## config.mk

```make
export PLATFORM = sky130hd
export DESIGN_NAME = muldiv_unit
export DESIGN_NICKNAME = d
export VERILOG_FILES = /design/src/rtl/muldiv_unit.sv
export SDC_FILE = /design/constraint.sdc
export NUM_CORES = 1
export LEC_CHECK = 0
export BUFFER_PORTS_ARGS = -buffer_cell sky130_fd_sc_hd__buf_2
export CAP_MARGIN = 20
export CELL_PAD_IN_SITES_DETAIL_PLACEMENT = 1
export CELL_PAD_IN_SITES_GLOBAL_PLACEMENT = 1
export CORE_ASPECT_RATIO = 0.6
export CORE_MARGIN = 2
export CORE_UTILIZATION = 46
export CTS_CLUSTER_DIAMETER = 50
export DETAILED_ROUTE_END_ITERATION = 10
export PLACE_DENSITY = 0.81
export SLEW_MARGIN = 20
export SYNTH_ARGS = -nofsm -noshare
export SYNTH_HDL_FRONTEND = slang
export SYNTH_SLANG_ARGS = --single-unit
```

## constraint.sdc

```tcl
create_clock -name clk_i -period 5.1 [get_ports clk_i]
set_clock_uncertainty 0.15 [all_clocks]
set_input_delay 0.51 -clock clk_i [delete_from_list [all_inputs] [get_ports clk_i]]
set_output_delay 0.51 -clock clk_i [all_outputs]
set_load 0.02 [all_outputs]
```

## src/rtl/muldiv_unit.sv

```systemverilog
// Iterative MIPS multiply/divide unit owning HI/LO; radix-2 shift-add multiply, restoring divide.
// Latency WIDTH+1 edges start-to-done; start ignored while busy except on the completing edge.
module muldiv_unit #(
   parameter int WIDTH     = 32,
   parameter bit FAST_ZERO = 1'b1
) (
   input  logic             clk_i,
   input  logic             rst_ni,
   input  logic             start_i,
   input  logic [2:0]       op_i,
   input  logic [WIDTH-1:0] a_i,
   input  logic [WIDTH-1:0] b_i,
   input  logic             cancel_i,
   output logic             busy_o,
   output logic             done_o,
   output logic             div0_o,
   output logic [WIDTH-1:0] hi_o,
   output logic [WIDTH-1:0] lo_o
);

   localparam int CW = $clog2(WIDTH + 1);

   typedef enum logic [1:0] {S_IDLE, S_CALC, S_FIX} state_e;

   state_e           state_q, state_d;
   logic [CW-1:0]    cnt_q, cnt_d;
   logic [WIDTH-1:0] acc_q, acc_d;
   logic [WIDTH-1:0] mpl_q, mpl_d;
   logic [WIDTH-1:0] dvs_q, dvs_d;
   logic             is_div_q, is_div_d;
   logic             sa_q, sa_d;
   logic             sb_q, sb_d;
   logic             dz_q, dz_d;
   logic [WIDTH-1:0] hi_q, hi_d;
   logic [WIDTH-1:0] lo_q, lo_d;
   logic             busy_q;
   logic             done_q, done_d;
   logic             div0_q, div0_d;

   logic             is_md, is_sgn, is_dv, mt_hi, mt_lo, accept, fast_zero;
   logic [WIDTH-1:0] abs_a, abs_b;
   logic [WIDTH:0]   mul_sum, shifted, diff;
   logic             ge;
   logic [2*WIDTH-1:0] prod, prod_s;
   logic [WIDTH-1:0] quo_s, rem_s;

   assign is_md  = ~op_i[2];
   assign is_sgn = ~op_i[0];
   assign is_dv  = op_i[1];
   assign mt_hi  = (op_i == 3'b100);
   assign mt_lo  = (op_i == 3'b101);
   assign abs_a  = (is_sgn && a_i[WIDTH-1]) ? -a_i : a_i;
   assign abs_b  = (is_sgn && b_i[WIDTH-1]) ? -b_i : b_i;
   assign fast_zero = FAST_ZERO && !is_dv && ((a_i == '0) || (b_i == '0));

   // The completing FIX edge also accepts a new request so ops can run back-to-back.
   assign accept = start_i && ((state_q == S_IDLE) || (state_q == S_FIX && !cancel_i));

   assign mul_sum = mpl_q[0] ? ({1'b0, acc_q} + {1'b0, dvs_q}) : {1'b0, acc_q};
   assign shifted = {acc_q, mpl_q[WIDTH-1]};
   assign diff    = shifted - {1'b0, dvs_q};
   assign ge      = (shifted >= {1'b0, dvs_q});

   assign prod   = {acc_q, mpl_q};
   assign prod_s = (sa_q ^ sb_q) ? -prod : prod;
   assign quo_s  = (sa_q ^ sb_q) ? -mpl_q : mpl_q;
   // With a zero divisor the remainder path ends holding |a|, so restoring its sign yields a.
   assign rem_s  = sa_q ? -acc_q : acc_q;

   always_comb begin
      state_d  = state_q;
      cnt_d    = cnt_q;
      acc_d    = acc_q;
      mpl_d    = mpl_q;
      dvs_d    = dvs_q;
      is_div_d = is_div_q;
      sa_d     = sa_q;
      sb_d     = sb_q;
      dz_d     = dz_q;
      hi_d     = hi_q;
      lo_d     = lo_q;
      done_d   = 1'b0;
      div0_d   = 1'b0;

      case (state_q)
         S_CALC: begin
            if (cancel_i) begin
               state_d = S_IDLE;
            end else begin
               cnt_d = cnt_q - 1'b1;
               if (cnt_q == CW'(1)) state_d = S_FIX;
               if (is_div_q) begin
                  acc_d = ge ? diff[WIDTH-1:0] : shifted[WIDTH-1:0];
                  mpl_d = {mpl_q[WIDTH-2:0], ge};
               end else begin
                  acc_d = mul_sum[WIDTH:1];
                  mpl_d = {mul_sum[0], mpl_q[WIDTH-1:1]};
               end
            end
         end
         S_FIX: begin
            state_d = S_IDLE;
            if (!cancel_i) begin
               done_d = 1'b1;
               div0_d = dz_q;
               if (is_div_q) begin
                  hi_d = rem_s;
                  lo_d = dz_q ? '1 : quo_s;
               end else begin
                  hi_d = prod_s[2*WIDTH-1:WIDTH];
                  lo_d = prod_s[WIDTH-1:0];
               end
            end
         end
         default: ;
      endcase

      if (accept) begin
         if (is_md) begin
            state_d  = fast_zero ? S_FIX : S_CALC;
            cnt_d    = CW'(WIDTH);
            acc_d    = '0;
            is_div_d = is_dv;
            sa_d     = is_sgn & a_i[WIDTH-1];
            sb_d     = is_sgn & b_i[WIDTH-1];
            dz_d     = is_dv && (b_i == '0);
            if (is_dv) begin
               mpl_d = abs_a;
               dvs_d = abs_b;
            end else begin
               mpl_d = fast_zero ? '0 : abs_b;
               dvs_d = abs_a;
            end
         end else if (mt_hi) begin
            hi_d = a_i;
         end else if (mt_lo) begin
            lo_d = a_i;
         end
      end
   end

   always_ff @(posedge clk_i or negedge rst_ni) begin
      if (!rst_ni) begin
         state_q  <= S_IDLE;
         cnt_q    <= '0;
         acc_q    <= '0;
         mpl_q    <= '0;
         dvs_q    <= '0;
         is_div_q <= 1'b0;
         sa_q     <= 1'b0;
         sb_q     <= 1'b0;
         dz_q     <= 1'b0;
         hi_q     <= '0;
         lo_q     <= '0;
         busy_q   <= 1'b0;
         done_q   <= 1'b0;
         div0_q   <= 1'b0;
      end else begin
         state_q  <= state_d;
         cnt_q    <= cnt_d;
         acc_q    <= acc_d;
         mpl_q    <= mpl_d;
         dvs_q    <= dvs_d;
         is_div_q <= is_div_d;
         sa_q     <= sa_d;
         sb_q     <= sb_d;
         dz_q     <= dz_d;
         hi_q     <= hi_d;
         lo_q     <= lo_d;
         busy_q   <= (state_d != S_IDLE);
         done_q   <= done_d;
         div0_q   <= div0_d;
      end
   end

   assign busy_o = busy_q;
   assign done_o = done_q;
   assign div0_o = div0_q;
   assign hi_o   = hi_q;
   assign lo_o   = lo_q;

endmodule
```

==> impl_metrics.json, run 1 <==
{
  "status": "completed",
  "area_growth_syn_to_layout_pct": 11.0,
  "viasPerCell": 6.68,
  "synth_cell_types": 75,
  "worst_ep_required_time_ns": 5.23,
  "synth_edf_count": 0,
  "worstPathArrival_ns": 4.58,
  "max_slew.worst_pin.slew_ns": 1.14,
  "grt_pass1_vias": 16588,
  "grt_use_total_pct": 39.5,
  "async_flop_share_pct": 100,
  "postLayoutCoreUtil_pct": 51.6,
  "grt_pass1_wl_mm": 106,
  "hold_depth": 3,
  "synth_nets": 2160,
  "die_h_um": 147,
  "die_area_um2": 35500,
  "diodes": 0,
  "rr_worst_depth": 11,
  "grt_max_degree": 110,
  "portBuffers": 137,
  "postCtsHoldBufs": 1,
  "rows": 52,
  "post_cts_buffers": 0,
  "final.setup.tns_ns": 0,
  "grt_overflow": 0,
  "rsz0062_at_grt": "no",
  "slew_viol_final": 0,
  "drtIter0Drc": 2084,
  "max_slew_margin_pct": 23.3,
  "drv_cap": 0,
  "drc_errors": 0,
  "dp_hpwl_mm": 54.0,
  "leakage_nw": 7.42,
  "drive_gt1_share_pct": 11.9,
  "criticalPathCategory": "reg -> reg",
  "synth_area_um2": 15600,
  "cts.sinks": 175,
  "wl_mm": 70.8,
  "power.density_nw_per_um2": 789,
  "drtAntennaViolNets": 0,
  "critPathMaxStageDelay_ns": 0.68,
  "gp_congestion": 0.988,
  "syn_avg_cell_area_um2": 7.75,
  "htree_num_levels": 4,
  "setup_viol": 0,
  "layout_common_cells": "a21oi_1 (210), o21ai_0 (187), nand2_1 (179)",
  "nNetsFinal": 2220,
  "end_kind": "flip-flop",
  "wl_per_cell_um": 27.8,
  "layout_commonest_cell": "a21oi_1",
  "p_total_mw": 13.7,
  "numPlacedInstances": 2513,
  "die_width_um": 242,
  "yosysSeqAreaShare_pct": 28.0,
  "antenna_found_initial": 4,
  "cts_buffers": 17,
  "yosys_register_bits": 175,
  "worst_hold_slack_ns": 0.187,
  "cpMostUsedCell": "a21oi_1",
  "min_period_over_period_pct": 87.3,
  "fin_crit_ns": 4.45,
  "cts_tree": "built",
  "clk_pin_slew_ns": 0.08,
  "hold_viol": 0,
  "pin_count": 138,
  "cts_resized": 0,
  "fmaxAchievable_mhz": 225,
  "synth_flop_cell": "dfrtp_1",
  "netlist_instances": 2014,
  "hp-class": "in -> reg",
  "worst_setup_path_start_kind": "flip-flop",
  "dr.pass1.iters": 8,
  "vias": 17010,
  "core-area_um2": 33600,
  "initial_core_util_pct": 46.5,
  "fin_cells": 2546,
  "crit_chain": "ha_1 > a21oi_1 > o21ai_0 > a2111oi_0 > o21ai_0 > a211oi_1 > nor2_4 > buf_4 > mux2_2 > a21oi_1 > a21oi_1",
  "cts_max_path_buffers": 2,
  "root_buffer": "clkbuf_16",
  "yosysWarnings": 0,
  "clkLatencyLatePin_ns": 0.47,
  "slowest_stage": "dfrtp_1",
  "cp_max_fo": 12,
  "max-vdd-ir-drop_mv": 0.340
}
state kept, by name, summed over array words and instances, names as in the netlist:
name and count:
acc_q 32, busy_o 1, cnt_q 6, div0_o 1, done_o 1, dvs_q 32
dz_q 1, hi_o 32, is_div_q 1, lo_o 32, mpl_q 32, sa_q 1
sb_q 1, state_q 2
area by class of cell:
| class | instances | area [um2] |
|---|---|---|
| Clock buffer | 17 | 425 |
| Clock inverter | 15 | 148 |
| Fill cell | 4237 | 16200 |
| Inverter | 80 | 300 |
| Multi-Input combinational cell | 1622 | 10500 |
| Sequential cell | 175 | 4380 |
| Tap cell | 459 | 574 |
| Timing Repair Buffer | 178 | 1020 |
synth_stat cells, types with 55 or more instances:
library cell  count  share of area (%)
xnor2_1          95                5.3
mux2i_1          63                4.0
dfrtp_1         175                 28
xor2_1           76                4.3
nor3_1           64                2.1
nor2_1          161                3.9
a211oi_1         55                2.6
ha_1             73                5.8
a21oi_1         210                6.7
o21ai_0         187                6.0
clkbuf_1        121                2.9
inv_1            80                1.9
nand2_1         179                4.3
cell families (layout without fill, tap and decap cells):
kind of cell | count (synthesis) | count (layout) | synth area share [%]
AO/OA/AOI/OAI | 714 | 714 | 28.4
XOR/XNOR | 171 | 171 | 9.59
adder cells (fa/ha/maj) | 75 | 75 | 6.11
buffers and inverters | 217 | 290 | 5.27
flip-flops | 175 | 175 | 28.0
multiplexers | 67 | 67 | 4.33
AND/OR/NAND/NOR | 595 | 595 | 18.2
per-layer routing:
layer  part of all wire [%]  vias up  GRT usage [%]
li1                       -     7485              -
met1                     46     8486           58.6
met2                     39      909           53.4
met3                     13      130           13.4
met4                    2.9        0           12.1
met5                      0        -              0
per-stage QoR:
step,area (um2),worst slack (ns)
6_report,17300,0.647
5_1_grt,17300,0.363
4_1_cts,17300,0.746
3_5_place_dp,16700,0.757
3_3_place_gp,16700,0.442
2_1_floorplan,15600,1.57
critical path, delay by kind of cell, from the launching register on:
kind | cells | cell delay (ns)
adder cells (fa/ha/maj) | 1 | 0.43
AND/OR/NAND/NOR | 1 | 0.20
flip-flops | 1 | 0.68
AO/OA/AOI/OAI | 7 | 2.24
multiplexers | 1 | 0.29
buffers and inverters | 1 | 0.27
power by group:
group | switching [mW] | total (mW) | internal (mW)
Clock | 0.714 | 1.37 | 0.653
Sequential | 0.992 | 3.02 | 2.03
Combinational | 5.87 | 9.28 | 3.42
worst paths after layout:
kind	startpoint	endpoint	slack, ns
setup reg to reg	acc_q[13]	acc_q[11]	0.65
setup / recovery	acc_q[13]	acc_q[11]	0.65
max in group asynchronous	rst_ni	is_div_q	3.17
min in group asynchronous	rst_ni	dvs_q[23]	0.49
hold reg to reg	hi_o[26]	hi_o[26]	0.38
hold / removal	a_i[9]	lo_o[9]	0.19
Power figures use the tool's default switching activity.
==> run 2, diff against run 1 <==
Settings changed: CELL_PAD_IN_SITES_GLOBAL_PLACEMENT 1 to 2, CORE_UTILIZATION 46 to 36, PLACE_DENSITY 0.81 to 0.8.
==> impl_metrics.json, run 2 (synthesized netlist as in run 1, its figures left out) <==
{
  "final.setup.tns_ns": 0,
  "slew_viol_final": 0,
  "hold_depth": 3,
  "layout_commonest_cell": "a21oi_1",
  "drive_gt1_share_pct": 12.6,
  "layout_common_cells": "a21oi_1 (210), o21ai_0 (187), nand2_1 (178)",
  "dp_hpwl_mm": 56.5,
  "wl_mm": 73.2,
  "portBuffers": 137,
  "postLayoutCoreUtil_pct": 40.9,
  "post_cts_buffers": 0,
  "gp_congestion": 0.919,
  "dr.pass1.iters": 6,
  "fin_cells": 2684,
  "pre_cts_ws_ns": 0.551,
  "postCtsHoldBufs": 1,
  "rows": 59,
  "grt_max_degree": 90,
  "clkLatencyLatePin_ns": 0.47,
  "core-area_um2": 43000,
  "cts_resized": 0,
  "end_kind": "flip-flop",
  "max_slew_margin_pct": 30.6,
  "vias": 16767,
  "cts_max_path_buffers": 2,
  "hold_end": "lo_o[9]",
  "criticalPathCategory": "reg -> reg",
  "hold_start": "a_i[9]",
  "final_area_um2": 17600,
  "timing.rr.end": "acc_q[3]",
  "nNetsFinal": 2236,
  "fin_ws_ns": 0.385,
  "wl_per_cell_um": 27.3,
  "rsz0062_at_grt": "no",
  "fmaxAchievable_mhz": 212,
  "die_h_um": 165,
  "crit_family": "simple AND/OR/NAND/NOR gates",
  "cp_max_fo": 29,
  "numPlacedInstances": 2649,
  "crit_chain": "ha_1 > nand4_1 > nor4_1 > nand4_1 > a31oi_1 > o22ai_1 > nor2_4 > buf_4 > mux2i_1 > nand2_1 > a32o_1",
  "worst_ep_required_time_ns": 5.31,
  "rr_worst_depth": 11,
  "r2r_slack_ns": 0.39,
  "power.density_nw_per_um2": 778,
  "cp.buffers_inverters": 1,
  "worst_hold_slack_ns": 0.156,
  "setup_viol": 0,
  "root_buffer": "clkbuf_16",
  "viasPerCell": 6.25,
  "grt_overflow": 0,
  "r2r-start": "acc_q[22]",
  "cts_tree": "built",
  "placed_area_um2": 17000,
  "clk_pin_slew_ns": 0.08,
  "hp-class": "in -> reg",
  "pin_count": 138,
  "grt_pass1_vias": 16142,
  "antenna_found_initial": 4,
  "grt_pass1_wl_mm": 108,
  "hold_viol": 0,
  "htree_num_levels": 4,
  "area_growth_syn_to_layout_pct": 12.7,
  "worstPathArrival_ns": 4.92,
  "fin_crit_ns": 4.71,
  "drtIter0Drc": 1822,
  "drv_cap": 0,
  "slowest_stage": "nor2_4",
  "status": "completed",
  "max-vdd-ir-drop_mv": 0.266,
  "drtAntennaViolNets": 0,
  "die_width_um": 273,
  "cts.sinks": 175,
  "critPathMaxStageDelay_ns": 0.78,
  "min_period_over_period_pct": 92.4,
  "p_total_mw": 13.7,
  "initial_core_util_pct": 36.3,
  "cpMostUsedCell": "nand4_1",
  "drc_errors": 0,
  "worst_setup_path_start_kind": "flip-flop",
  "cts_buffers": 17,
  "max_slew.worst_pin.slew_ns": 1.04,
  "grt_use_total_pct": 32.3,
  "die_area_um2": 45100,
  "leakage_nw": 7.50
}
run 2: power by group:
part / internal, mW / switching (mW) / leakage, nW / total [mW]
logic: 3.45 / 6.06 / 5.09 / 9.51
clock network: 0.651 / 0.733 / 0.274 / 1.38
registers: 2.03 / 0.773 / 2.14 / 2.80
run 2: area by class of cell:
type	count	area, um2
antenna	2	5.00
clock inverter	15	149
fill	5286	25400
clock buffer	17	425
timing repair buffer	194	1150
multi-input combinational	1622	10500
tap	579	724
sequential	175	4380
inverter	80	300
run 2: worst register-to-register path, delay by kind of cell, from the launching register on:
kind,cells,cell delay (ns)
simple gates,5,1.86
compound gates,3,0.89
fa+ha+maj,1,0.57
flops,1,0.53
buf+inv,1,0.38
mux,1,0.22
run 2: worst max path at each step:
stage,startpoint,end,slack (ns),cells after the start
floorplan,mpl_q[16],hi_o[13],1.57,10
global placement,acc_q[16],acc_q[3],0.72,11
detailed placement,acc_q[16],acc_q[3],0.55,11
CTS,acc_q[16],acc_q[3],0.52,11
global route,acc_q[16],acc_q[3],0.20,11
finish,acc_q[22],acc_q[3],0.39,11
run 2: metal layers:
metal,GRT usage [%],wire length (um)
met5,0,0
met4,8.37,1610
met3,9.60,7410
met2,43.1,28000
met1,49.2,36300
==> run 3, diff against run 2 <==
Settings changed: ABC_AREA set to 1, BUFFER_PORTS_ARGS -buffer_cell sky130_fd_sc_hd__buf_2 to not set, CORE_UTILIZATION 36 to 35, DONT_BUFFER_PORTS set to 1, PLACE_DENSITY 0.8 to 0.81.
==> impl_metrics.json, run 3 <==
{
  "end_kind": "flip-flop",
  "rsz0062_at_grt": "no",
  "cts.sinks": 175,
  "synth_area_um2": 18900,
  "post_cts_buffers": 0,
  "max_slew_margin_pct": 32.9,
  "setup_viol": 0,
  "yosysWarnings": 0,
  "yosysSeqAreaShare_pct": 23.1,
  "viasPerCell": 6.06,
  "power.density_nw_per_um2": 811,
  "netlist_instances": 3200,
  "grt_pass1_vias": 21670,
  "hold_viol": 0,
  "rr_worst_depth": 12,
  "gp_congestion": 1.11,
  "r2r_slack_ns": 1.22,
  "final_area_um2": 20200,
  "grt_pass1_wl_mm": 155,
  "htree_num_levels": 4,
  "pre_cts_ws_ns": 1.56,
  "syn_avg_cell_area_um2": 5.92,
  "dp_hpwl_mm": 91.3,
  "nNetsFinal": 3274,
  "core-area_um2": 53000,
  "max_slew.worst_pin.slew_ns": 1.01,
  "hold_depth": 2,
  "fmaxAchievable_mhz": 258,
  "intPower_mw": 5.81,
  "p_sw_share_pct": 64.5,
  "worst_setup_path_start_kind": "flip-flop",
  "min_period_over_period_pct": 76.1,
  "synth_cell_types": 54,
  "dr.pass1.iters": 5,
  "worst_hold_slack_ns": 0.0212,
  "drv_cap": 0,
  "placed_area_um2": 19500,
  "grt_use_total_pct": 38.3,
  "numPlacedInstances": 3809,
  "async_flop_share_pct": 100,
  "synth_nets": 3346,
  "cts_tree": "built",
  "max-vdd-ir-drop_mv": 0.371,
  "clk_pin_slew_ns": 0.09,
  "die_h_um": 184,
  "vias": 23299,
  "synth_common_cells": "nand2_1 (960), inv_1 (419), a21oi_1 (318)",
  "initial_core_util_pct": 35.7,
  "pin_count": 138,
  "portBuffers": 0,
  "leakage_nw": 10.0,
  "area_growth_syn_to_layout_pct": 6.43,
  "status": "completed",
  "drtAntennaViolNets": 0,
  "worst_ep_required_time_ns": 5.28,
  "fillCellCount": 7203,
  "multi_input_area_um2": 12400,
  "final.setup.tns_ns": 0,
  "drc_errors": 0,
  "cts_buffers": 17,
  "fin_ws_ns": 1.22,
  "fin_cells": 3846,
  "synth_area_leaders": "dfrtp_1 (23%), nand2_1 (19%), a21oi_1 (8.4%)",
  "wl_per_cell_um": 28.7,
  "pwr-share-comb_pct": 69.7,
  "power_frac_seq_pct": 21.5,
  "p_total_mw": 16.4,
  "antenna_found_initial": 4,
  "criticalPathCategory": "reg -> reg",
  "cp_max_fo": 10,
  "root_buffer": "clkbuf_16",
  "layout_commonest_cell": "nand2_1",
  "yosys_register_bits": 175,
  "power.switching_mw": 10.6,
  "wl_mm": 110,
  "worstPathArrival_ns": 4.06,
  "clkLatencyLatePin_ns": 0.48,
  "p_clk_share_pct": 8.8,
  "die_area_um2": 56100,
  "grt_max_degree": 176,
  "grt_overflow": 0,
  "post-synth-top-area-cell": "dfrtp_1",
  "slew_viol_final": 0,
  "synth_flop_cell": "dfrtp_1",
  "die_width_um": 304,
  "rows": 65,
  "drtIter0Drc": 3143,
  "hp-class": "in -> reg",
  "yosys.area.top_type_share_pct": 23.1,
  "cts_max_path_buffers": 2,
  "drive_gt1_share_pct": 4.84,
  "postLayoutCoreUtil_pct": 38.0,
  "synth_most_common_cell": "nand2_1",
  "layout_common_cells": "nand2_1 (958), inv_1 (417), a21oi_1 (318)",
  "fin_crit_ns": 3.88,
  "synth_edf_count": 0,
  "layout.area.seq_um2": 4380
}
run 3: cell types whose count changed after synthesis, moves of 32 or more:
cell and change:
a211oi_1 -54, a21oi_1 +108, a22oi_1 +35, clkbuf_1 -48, inv_1 +339, mux2i_1 -63, nand2_1 +781, nand3_1 +245
nor2_1 +148, o21ai_0 -64, o22ai_1 -32, xnor2_1 -85
run 3: final cells by class:
class                   instances  area share, %
diodes                          2         0.0248
clock buffers                  17           2.11
clock inverters                15          0.794
inverters                     430           8.00
multi-input cells            2471           61.5
flip-flops and latches        175           21.7
well taps                     703           4.36
repair buffers                 33           1.46
run 3: path summary, 6_finish.rpt:
path | from | to
min in group asynchronous | rst_ni | done_o
max | acc_q[4] | acc_q[14]
max reg2reg | acc_q[4] | acc_q[14]
max in group asynchronous | rst_ni | is_div_q
min | a_i[0] | lo_o[0]
min reg2reg | cnt_q[5] | cnt_q[5]
run 3: cells by family (layout without fill, tap and decap cells):
family | count (synthesis) | after routing | synth area share [%]
AOI/OAI and AO/OA | 598 | 598 | 18.0
adders and majority gates | 75 | 75 | 5.03
xor gates and xnor gates | 77 | 77 | 3.56
and+or+nand+nor | 1721 | 1721 | 38.8
buffers and inverters | 554 | 495 | 11.5
DFF | 175 | 175 | 23.1
other | 0 | 2 | 0
run 3: worst max-delay path: stages, from the launching register on:
cell,delay [ns]
dfrtp_1,0.64
ha_1,0.52
nand2_1,0.16
nor2_1,0.40
nand2_1,0.09
nand3_1,0.20
nand3_1,0.10
nand2_1,0.36
o21ai_0,0.14
a21oi_1,0.57
nand2_1,0.17
nand3_1,0.14
a21oi_1,0.07
run 3: timing repair:
action	in CTS	in global routing
setup endpoints to repair	0	0
endpoints found under the hold margin	175	0
resized for setup	0	0
hold buffers	2	0
run 3: power groups by stage:
stage | clock network (mW) | logic (mW) | registers (mW)
finish | 1.44 | 11.4 | 3.52
global placement | 0 | 10.6 | 3.39
CTS | 1.44 | 10.8 | 3.41
detailed placement | 0 | 10.7 | 3.44
global route | 1.47 | 12.2 | 3.52
floorplan | 0 | 7.15 | 2.84
run 3: routing by layer:
metal,wire length (um),global-route usage (%)
met5,13,0
met4,2650,9.35
met3,16700,16.5
met2,39100,46.8
met1,51700,58.7
